[config.mk]
export PLATFORM = sky130hd
export DESIGN_NAME = cache_req_arbiter
export DESIGN_NICKNAME = d
export VERILOG_FILES = /design/src/rtl/cache_req_arbiter.sv
export SDC_FILE = /design/constraint.sdc
export NUM_CORES = 1
export LEC_CHECK = 0
export ABC_AREA = 1
export CAP_MARGIN = 20
export CORE_AREA = 2 2 125 90
export DETAILED_ROUTE_END_ITERATION = 7
export DIE_AREA = 0 0 127 92
export PLACE_DENSITY = 0.83
export SYNTH_ARGS = -nofsm -noshare
export SYNTH_HDL_FRONTEND = slang
export SYNTH_SLANG_ARGS = --single-unit
[constraint.sdc]
create_clock -name clk -period 9 [get_ports clk]
set_clock_uncertainty 0.1 [all_clocks]
set_input_delay 1.8 -clock clk [delete_from_list [all_inputs] [get_ports clk]]
set_output_delay 1.8 -clock clk [all_outputs]
set_load 0.01 [all_outputs]
[src/rtl/cache_req_arbiter.sv]
// cache_req_arbiter
// Shares a single cache lookup port between NUM_REQ requesters. Requests are
// granted round-robin, and only one cache transaction is outstanding at a time.
// The granted requester gets a one-cycle response pulse. Saturating counters
// track completed reads, completed writes and hits.
//
// Ports
//   clk, reset     : clock; asynchronous active-high reset
//   req_valid/rw   : per-requester request valid and op (0 read, 1 write)
//   req_addr       : packed addresses, requester i at [i*ADDR_W +: ADDR_W]
//   req_ready      : combinational accept strobe, only the winner's bit, only in IDLE
//   rsp_valid      : one-cycle completion pulse to the granted requester
//   rsp_hit        : hit flag, valid alongside rsp_valid
//   c_valid/rw/addr: cache request strobe with op and address held stable
//   c_ready        : cache accepts the request
//   c_done, c_hit  : cache lookup completion pulse and result
//   num_reads/num_writes/num_hits : saturating statistics
module cache_req_arbiter #(
    parameter int NUM_REQ = 2,
    parameter int ADDR_W  = 32,
    parameter int CNT_W   = 12
) (
    input  logic                      clk,
    input  logic                      reset,
    input  logic [NUM_REQ-1:0]        req_valid,
    input  logic [NUM_REQ-1:0]        req_rw,
    input  logic [NUM_REQ*ADDR_W-1:0] req_addr,
    output logic [NUM_REQ-1:0]        req_ready,
    output logic [NUM_REQ-1:0]        rsp_valid,
    output logic                      rsp_hit,
    output logic                      c_valid,
    output logic                      c_rw,
    output logic [ADDR_W-1:0]         c_addr,
    input  logic                      c_ready,
    input  logic                      c_done,
    input  logic                      c_hit,
    output logic [CNT_W-1:0]          num_reads,
    output logic [CNT_W-1:0]          num_writes,
    output logic [CNT_W-1:0]          num_hits
);

    localparam int GW = (NUM_REQ > 1) ? $clog2(NUM_REQ) : 1;

    typedef enum logic [1:0] {
        S_IDLE  = 2'd0,
        S_ISSUE = 2'd1,
        S_WAIT  = 2'd2,
        S_RESP  = 2'd3
    } state_t;

    state_t              state_q, state_d;
    logic [GW-1:0]       last_grant_q, last_grant_d;
    logic [GW-1:0]       grant_q, grant_d;
    logic [ADDR_W-1:0]   addr_q, addr_d;
    logic                rw_q, rw_d;
    logic                c_valid_q, c_valid_d;
    logic [NUM_REQ-1:0]  rsp_valid_q, rsp_valid_d;
    logic                rsp_hit_q, rsp_hit_d;
    logic [CNT_W-1:0]    num_reads_q, num_reads_d;
    logic [CNT_W-1:0]    num_writes_q, num_writes_d;
    logic [CNT_W-1:0]    num_hits_q, num_hits_d;

    logic                found;
    logic [GW-1:0]       winner;
    logic [ADDR_W-1:0]   winner_addr;
    logic                winner_rw;

    // Round-robin search starting one past the last grant. The outer loop is the
    // priority offset, so the first match found is the highest priority one.
    always_comb begin
        found  = 1'b0;
        winner = '0;
        for (int k = 1; k <= NUM_REQ; k++) begin
            for (int i = 0; i < NUM_REQ; i++) begin
                if (!found && req_valid[i] &&
                    (i == ((int'(last_grant_q) + k) % NUM_REQ))) begin
                    found  = 1'b1;
                    winner = GW'(i);
                end
            end
        end
    end

    always_comb begin
        winner_addr = '0;
        winner_rw   = 1'b0;
        for (int i = 0; i < NUM_REQ; i++) begin
            if (int'(winner) == i) begin
                winner_addr = req_addr[i*ADDR_W +: ADDR_W];
                winner_rw   = req_rw[i];
            end
        end
    end

    // Gated with reset so that no accept is advertised while reset is held.
    always_comb begin
        req_ready = '0;
        for (int i = 0; i < NUM_REQ; i++) begin
            req_ready[i] = (state_q == S_IDLE) && !reset && found &&
                           (int'(winner) == i);
        end
    end

    always_comb begin
        state_d      = state_q;
        last_grant_d = last_grant_q;
        grant_d      = grant_q;
        addr_d       = addr_q;
        rw_d         = rw_q;
        c_valid_d    = 1'b0;
        rsp_valid_d  = '0;
        rsp_hit_d    = 1'b0;
        num_reads_d  = num_reads_q;
        num_writes_d = num_writes_q;
        num_hits_d   = num_hits_q;

        case (state_q)
            S_IDLE: begin
                if (found) begin
                    grant_d   = winner;
                    addr_d    = winner_addr;
                    rw_d      = winner_rw;
                    c_valid_d = 1'b1;
                    state_d   = S_ISSUE;
                end
            end
            S_ISSUE: begin
                if (c_ready) begin
                    state_d = S_WAIT;
                end else begin
                    c_valid_d = 1'b1;
                end
            end
            S_WAIT: begin
                if (c_done) begin
                    rsp_hit_d = c_hit;
                    for (int i = 0; i < NUM_REQ; i++) begin
                        rsp_valid_d[i] = (int'(grant_q) == i);
                    end
                    state_d = S_RESP;
                end
            end
            S_RESP: begin
                // rsp_hit_q holds the hit latched on c_done.
                if (rw_q) begin
                    if (num_writes_q != {CNT_W{1'b1}}) begin
                        num_writes_d = num_writes_q + CNT_W'(1);
                    end
                end else begin
                    if (num_reads_q != {CNT_W{1'b1}}) begin
                        num_reads_d = num_reads_q + CNT_W'(1);
                    end
                end
                if (rsp_hit_q && (num_hits_q != {CNT_W{1'b1}})) begin
                    num_hits_d = num_hits_q + CNT_W'(1);
                end
                last_grant_d = grant_q;
                state_d      = S_IDLE;
            end
            default: begin
                state_d = S_IDLE;
            end
        endcase
    end

    always_ff @(posedge clk or posedge reset) begin
        if (reset) begin
            state_q      <= S_IDLE;
            last_grant_q <= GW'(NUM_REQ - 1);
            grant_q      <= '0;
            addr_q       <= '0;
            rw_q         <= 1'b0;
            c_valid_q    <= 1'b0;
            rsp_valid_q  <= '0;
            rsp_hit_q    <= 1'b0;
            num_reads_q  <= '0;
            num_writes_q <= '0;
            num_hits_q   <= '0;
        end else begin
            state_q      <= state_d;
            last_grant_q <= last_grant_d;
            grant_q      <= grant_d;
            addr_q       <= addr_d;
            rw_q         <= rw_d;
            c_valid_q    <= c_valid_d;
            rsp_valid_q  <= rsp_valid_d;
            rsp_hit_q    <= rsp_hit_d;
            num_reads_q  <= num_reads_d;
            num_writes_q <= num_writes_d;
            num_hits_q   <= num_hits_d;
        end
    end

    assign c_valid    = c_valid_q;
    assign c_rw       = rw_q;
    assign c_addr     = addr_q;
    assign rsp_valid  = rsp_valid_q;
    assign rsp_hit    = rsp_hit_q;
    assign num_reads  = num_reads_q;
    assign num_writes = num_writes_q;
    assign num_hits   = num_hits_q;

endmodule

# Word-level counts from Yosys, hierarchy flattened
# Cells that the tools add are included.
# Widths: inputs -> output; s select.
totals:
  reg_bits: 77
  wordCells: 76
  output_inout_bits: 75
classes:
  n_bitwise: 5
  muxes: 20
  n_reduce_logical: 24
  n_addsub: 5
  n_eq_ne: 11
op_table:
  columns: ["cell", "count"]
  rows:
  - ["$logic_not 32->1", 2]
  - ["$add 12x1->12 const B", 3]
  - ["$ne 12x12->1 const B", 3]
  - ["$mux 32", 1]
  - ["$logic_and 1x1->1", 12]
  - ["$mux 1", 12]
  - ["$mux 2", 5]
  - ["$reduce_and 3->1", 3]
  - ["$pmux 2 s4", 1]
  - ["$ne 2x2->1 const B", 3]
  - ["$eq 2x2->1 const A", 2]
  - ["$eq 2x2->1 const B", 2]
  - ["$logic_not 1->1", 4]
  - ["$reduce_and 2->1", 2]
  - ["$not 1->1", 3]
  - ["$add 1x1->1 const B", 2]
  - ["$and 1x1->1 const A", 2]
  - ["$eq 2x1->1 const B", 1]
  - ["$logic_not 2->1", 1]
  - ["$pmux 1 s2", 1]

# Logic depth before layout (Yosys ltp)
logic_depth:
  depth_word: 19
  mapped_depth: 8
  ltp_nobuf: 8

# Least setup slack after synthesis
# No wires, ideal clock.
synth_timing:
  kind: "input to output"
  start: "input port reset"
  end: "output port req_ready[0]"
  slack_ns: 3.372
  path_stages: 3
  required_ns: 7.100
  arrival_time_ns: 3.728
  cell_sequence: "inv_1 > nand3_1 > inv_1"
synth_between:
  elab_chain_cells: 4
synth_rtl:
  columns: ["item", "line", "source"]
  rows:
  - ["start, declared", "24", "input logic reset,"]
  - ["$logic_not 1->1 (no source line)", null, null]
  - ["$logic_and 1x1->1 (3 in a row)", "99", "req_ready[i] = (state_q == S_IDLE) && !reset && found &&"]
  - ["end, declared", "28", "output logic [NUM_REQ-1:0] req_ready,"]
# No other way between the ends.

# Worst setup path in the final report
layout_timing:
  start: "input port req_valid[0]"
  end: "output port req_ready[0]"
layout_between:
  elab_chain_cells: 16
  elab_cells_between_ends: 20
  classes_between: "mux: 7; bitwise: 1; reduce/logical: 12"
layout_rtl:
  columns: ["item", "line", "source"]
  rows:
  - ["start, declared", "25", "input logic [NUM_REQ-1:0] req_valid,"]
  - ["$logic_and 1x1->1", "75", "if (!found && req_valid[i] &&"]
  - ["$mux 1", "75", null]
  - ["$logic_not 1->1", "75", null]
  - ["$logic_and 1x1->1 (2 in a row)", "75", null]
  - ["$mux 1", "75", null]
  - ["$logic_not 1->1", "75", null]
  - ["$logic_and 1x1->1 (2 in a row)", "75", null]
  - ["$mux 1", "75", null]
  - ["$logic_not 1->1", "75", null]
  - ["$logic_and 1x1->1 (2 in a row)", "75", null]
  - ["$mux 1", "75", null]
  - ["$logic_and 1x1->1 / $not 1->1 (equally long branches)", "99, 100", null]
  - ["$logic_and 1x1->1 (*)", "99", null]
# Mark *: on every way between the ends. The rest lies on a longest branch, timed or not.

==> flow_metrics.env <==
export IMPL_status="completed"
export IMPL_grtUsageTotal=0.199
export IMPL_core_um2=10700
export IMPL_finalSetupViolCount=0
export IMPL_met2_usage=0.318
export IMPL_cts_repair_resized=0
export IMPL_start_util=0.387
export IMPL_layout_drive_gt1_share=0.0465
export IMPL_synthesis_nets=624
export IMPL_worstHoldStart="grant_q$_DFFE_PP0P_"
export IMPL_synth_top_area_share=0.462
export IMPL_p_leak_uw=0.00259
export IMPL_slowest_delay_ps=780
export IMPL_drc=0
export IMPL_dieArea_um2=11700
export IMPL_num_nets_final=764
export IMPL_cp_end_kind="output port"
export IMPL_dp_cells=808
export IMPL_vdd_drop_max_uv=145
export IMPL_drtIter0Drc=351
export IMPL_use_met1=0.263
export IMPL_maxSlewViolCount=0
export IMPL_power_density_nw_per_um2=251
export IMPL_hold_class="reg -> reg"
export IMPL_cap_violations=0
export IMPL_required_ps=7100
export IMPL_cp_startpoint="req_valid[0]"
export IMPL_vias_per_cell=5.06
export IMPL_clkTransAtPathRegs_ps=60
export IMPL_synth_top_area_cell="dfrtp_1"
export IMPL_hold_viol_final=0
export IMPL_ant_nets=0
export IMPL_path_max_fanout=38
export IMPL_busiest_layer="met2"
export IMPL_hold_buffers=0
export IMPL_grt_pass1_vias=3941
export IMPL_synth_compound_area_frac=0.133
export IMPL_clk_latency_ps=330
export IMPL_synth_area_leaders="dfrtp_1 46%, nand2_1 18%, o21ai_0 5.2%, a21oi_1 4.0%, o21ai_1 3.6%"
export IMPL_tightest_slew_ps=971
export IMPL_finalCriticalPeriod_ps=6800
export IMPL_dr_pass1_iters=5
export IMPL_critPathTopFamily="simple AND/OR/NAND/NOR gates"
export IMPL_synth_xor_area_share=0.0383
export IMPL_wl_per_cell_um=13.8
export IMPL_rows=32
export IMPL_grt_pass1_wl_um=18800
export IMPL_setup_tns_ps=0
export IMPL_die_h_um=92
export IMPL_die_w_um=127
export IMPL_wl_um=11400
export IMPL_root_buffer="clkbuf_16"
export IMPL_crit_reg2reg_launch="last_grant_q$_DFFE_PP1P_"
export IMPL_synth_simple_area_share=0.274
export IMPL_cp_arrival_ps=4900
export IMPL_overflow=0
export IMPL_synth_top_family_by_area="simple AND/OR/NAND/NOR gates"
export IMPL_synth_warning_count=0
export IMPL_cp_slowest_cell="a21oi_4"
export IMPL_cp_depth=7
export IMPL_htreeDepth=3
export IMPL_port_buffers=147
export IMPL_dpl_hpwl_um=8150
export IMPL_gp_congestion=0.878
export IMPL_ys_seq_elements=77
export IMPL_antenna_found_initial=0
export IMPL_cts_tree="built"
export IMPL_cp_start_kind="input port"
export IMPL_area_delta_synth_final_pct=44.8
export IMPL_final_util=0.560
export IMPL_synth_adder_area_share=0.0213
export IMPL_crit_type="in -> out"
export IMPL_cts_num_sinks=77
export IMPL_io_pins=148
export IMPL_syn_area_per_cell_um2=7.57
export IMPL_synthMuxAreaShare=0
export IMPL_yosysSeqAreaShare=0.468
export IMPL_cts_max_path_buffers=2
export IMPL_synth_cell_types=23
export IMPL_r2r_cells=6
export IMPL_rsz0062_at_grt="no"
export IMPL_cts_setup_buffers=0
export IMPL_fin_hold_ws_ps=370
export IMPL_grt_max_degree=78
export IMPL_post_place_ws_ps=1750
export IMPL_period_share=0.756
export IMPL_grt_met3_usage=0.0531
export IMPL_crit_chain="clkdlybuf4s50_1 -> nand2_2 -> nand2_2 -> a21oi_4 -> nand3_1 -> inv_1 -> clkdlybuf4s50_1"
export IMPL_vias=4167
export IMPL_setup_slack_ps=2200
export IMPL_syn_area_um2=4120
export IMPL_hold_path_depth=1
export IMPL_fmax_mhz=147
export IMPL_slew_headroom=0.353
export IMPL_syn_inst=544
export IMPL_critPathBufInv=3
export IMPL_cts_made_buffers=9
export IMPL_n_antenna_cell=0
export IMPL_finalNonFillerCells=824
==> cell type report <==
class / instances / area [um2]
fill: 944 / 4690
sequential: 77 / 1930
multi-input combinational: 408 / 1920
timing repair buffer: 149 / 1510
clock buffer: 9 / 225
tap: 136 / 170
inverter: 39 / 148
clock inverter: 6 / 65.1
==> worst reg2reg max path, delay by kind of cell, from the launching register on <==
kind	cells	cell delay, ps
compound gates	2	860
simple gates	3	1220
buf+inv	1	490
flops	1	380
==> sequential cells by signal, summed over array words and instances, names as in the netlist <==
register / cells
c_addr: 32
c_rw: 1
c_valid: 1
grant_q: 1
last_grant_q: 1
num_hits: 12
num_reads: 12
num_writes: 12
rsp_hit: 1
rsp_valid: 2
state_q: 2
==> metal layers <==
layer | part of all wire | wire [um] | vias up
met2 | 0.47 | 5380 | 161
li1 | - | - | 2037
met4 | 0.016 | 186 | 0
met1 | 0.44 | 4990 | 1950
met5 | 0 | 0 | -
met3 | 0.072 | 820 | 19
==> final timing paths <==
kind	slack, ps	endpoint
worst min-delay path	370	rsp_valid[0]$_DFF_PP0_
worst min register to register	370	rsp_valid[0]$_DFF_PP0_
min in group asynchronous	2040	c_addr[3]$_DFFE_PP0P_
worst max register to register	5850	c_addr[26]$_DFFE_PP0P_
max in group asynchronous	6100	c_addr[28]$_DFFE_PP0P_
worst max-delay path	2200	req_ready[0]
==> Yosys cell counts <==
cell type    n
nand2_1    196
dfrtp_1     76
o21ai_0     43
nor2_1      35
a21oi_1     33
inv_1       33
o21ai_1     30
nand3_1     18
nand4_1     14
xor2_1      11
buf_2        7
ha_1         7
xnor2_1      7
clkbuf_1     6
inv_2        6
nand3b_1     5
buf_4        4
nand2_2      4
buf_6        3
nor2_2       2
nor3_1       2
a21oi_4      1
dfstp_2      1
==> logic make-up (layout without fill, tap and decap cells) <==
kind of cell             count (synthesis)  count (layout)
XOR/XNOR                                18              18
buffers and inverters                   59             203
adder cells (fa/ha/maj)                  7               7
flip-flops                              77              77
AND/OR/NAND/NOR                        276             276
AO/OA/AOI/OAI                          107             107
==> per-stage QoR <==
| stage | cell area [um2] | total power, uW |
|---|---|---|
| finish | 5960 | 1500 |
| global placement | 5650 | 1130 |
| detailed placement | 5650 | 1150 |
| CTS | 5940 | 1510 |
| global route | 5960 | 1600 |
| floorplan | 4120 | 853 |
==> where the power goes <==
group	internal, uW	switching [uW]
combinational	295	300
sequential	457	94.9
clock	212	139
==> layout by cell type, fill, tap and decap left out <==
cell type,count
a21oi_1,33
a21oi_4,1
buf_16,1
buf_4,1
bufinv_16,1
clkbuf_16,9
clkdlybuf4s50_1,147
clkinv_2,2
clkinvlp_4,4
dfrtp_1,76
dfstp_2,1
ha_1,7
inv_1,32
inv_2,6
nand2_1,196
nand2_2,4
nand3_1,18
nand3b_1,5
nand4_1,14
nor2_1,35
nor2_2,2
nor3_1,2
o21ai_0,43
o21ai_1,30
xnor2_1,7
xor2_1,11
(Power assumes the default switching activity.)
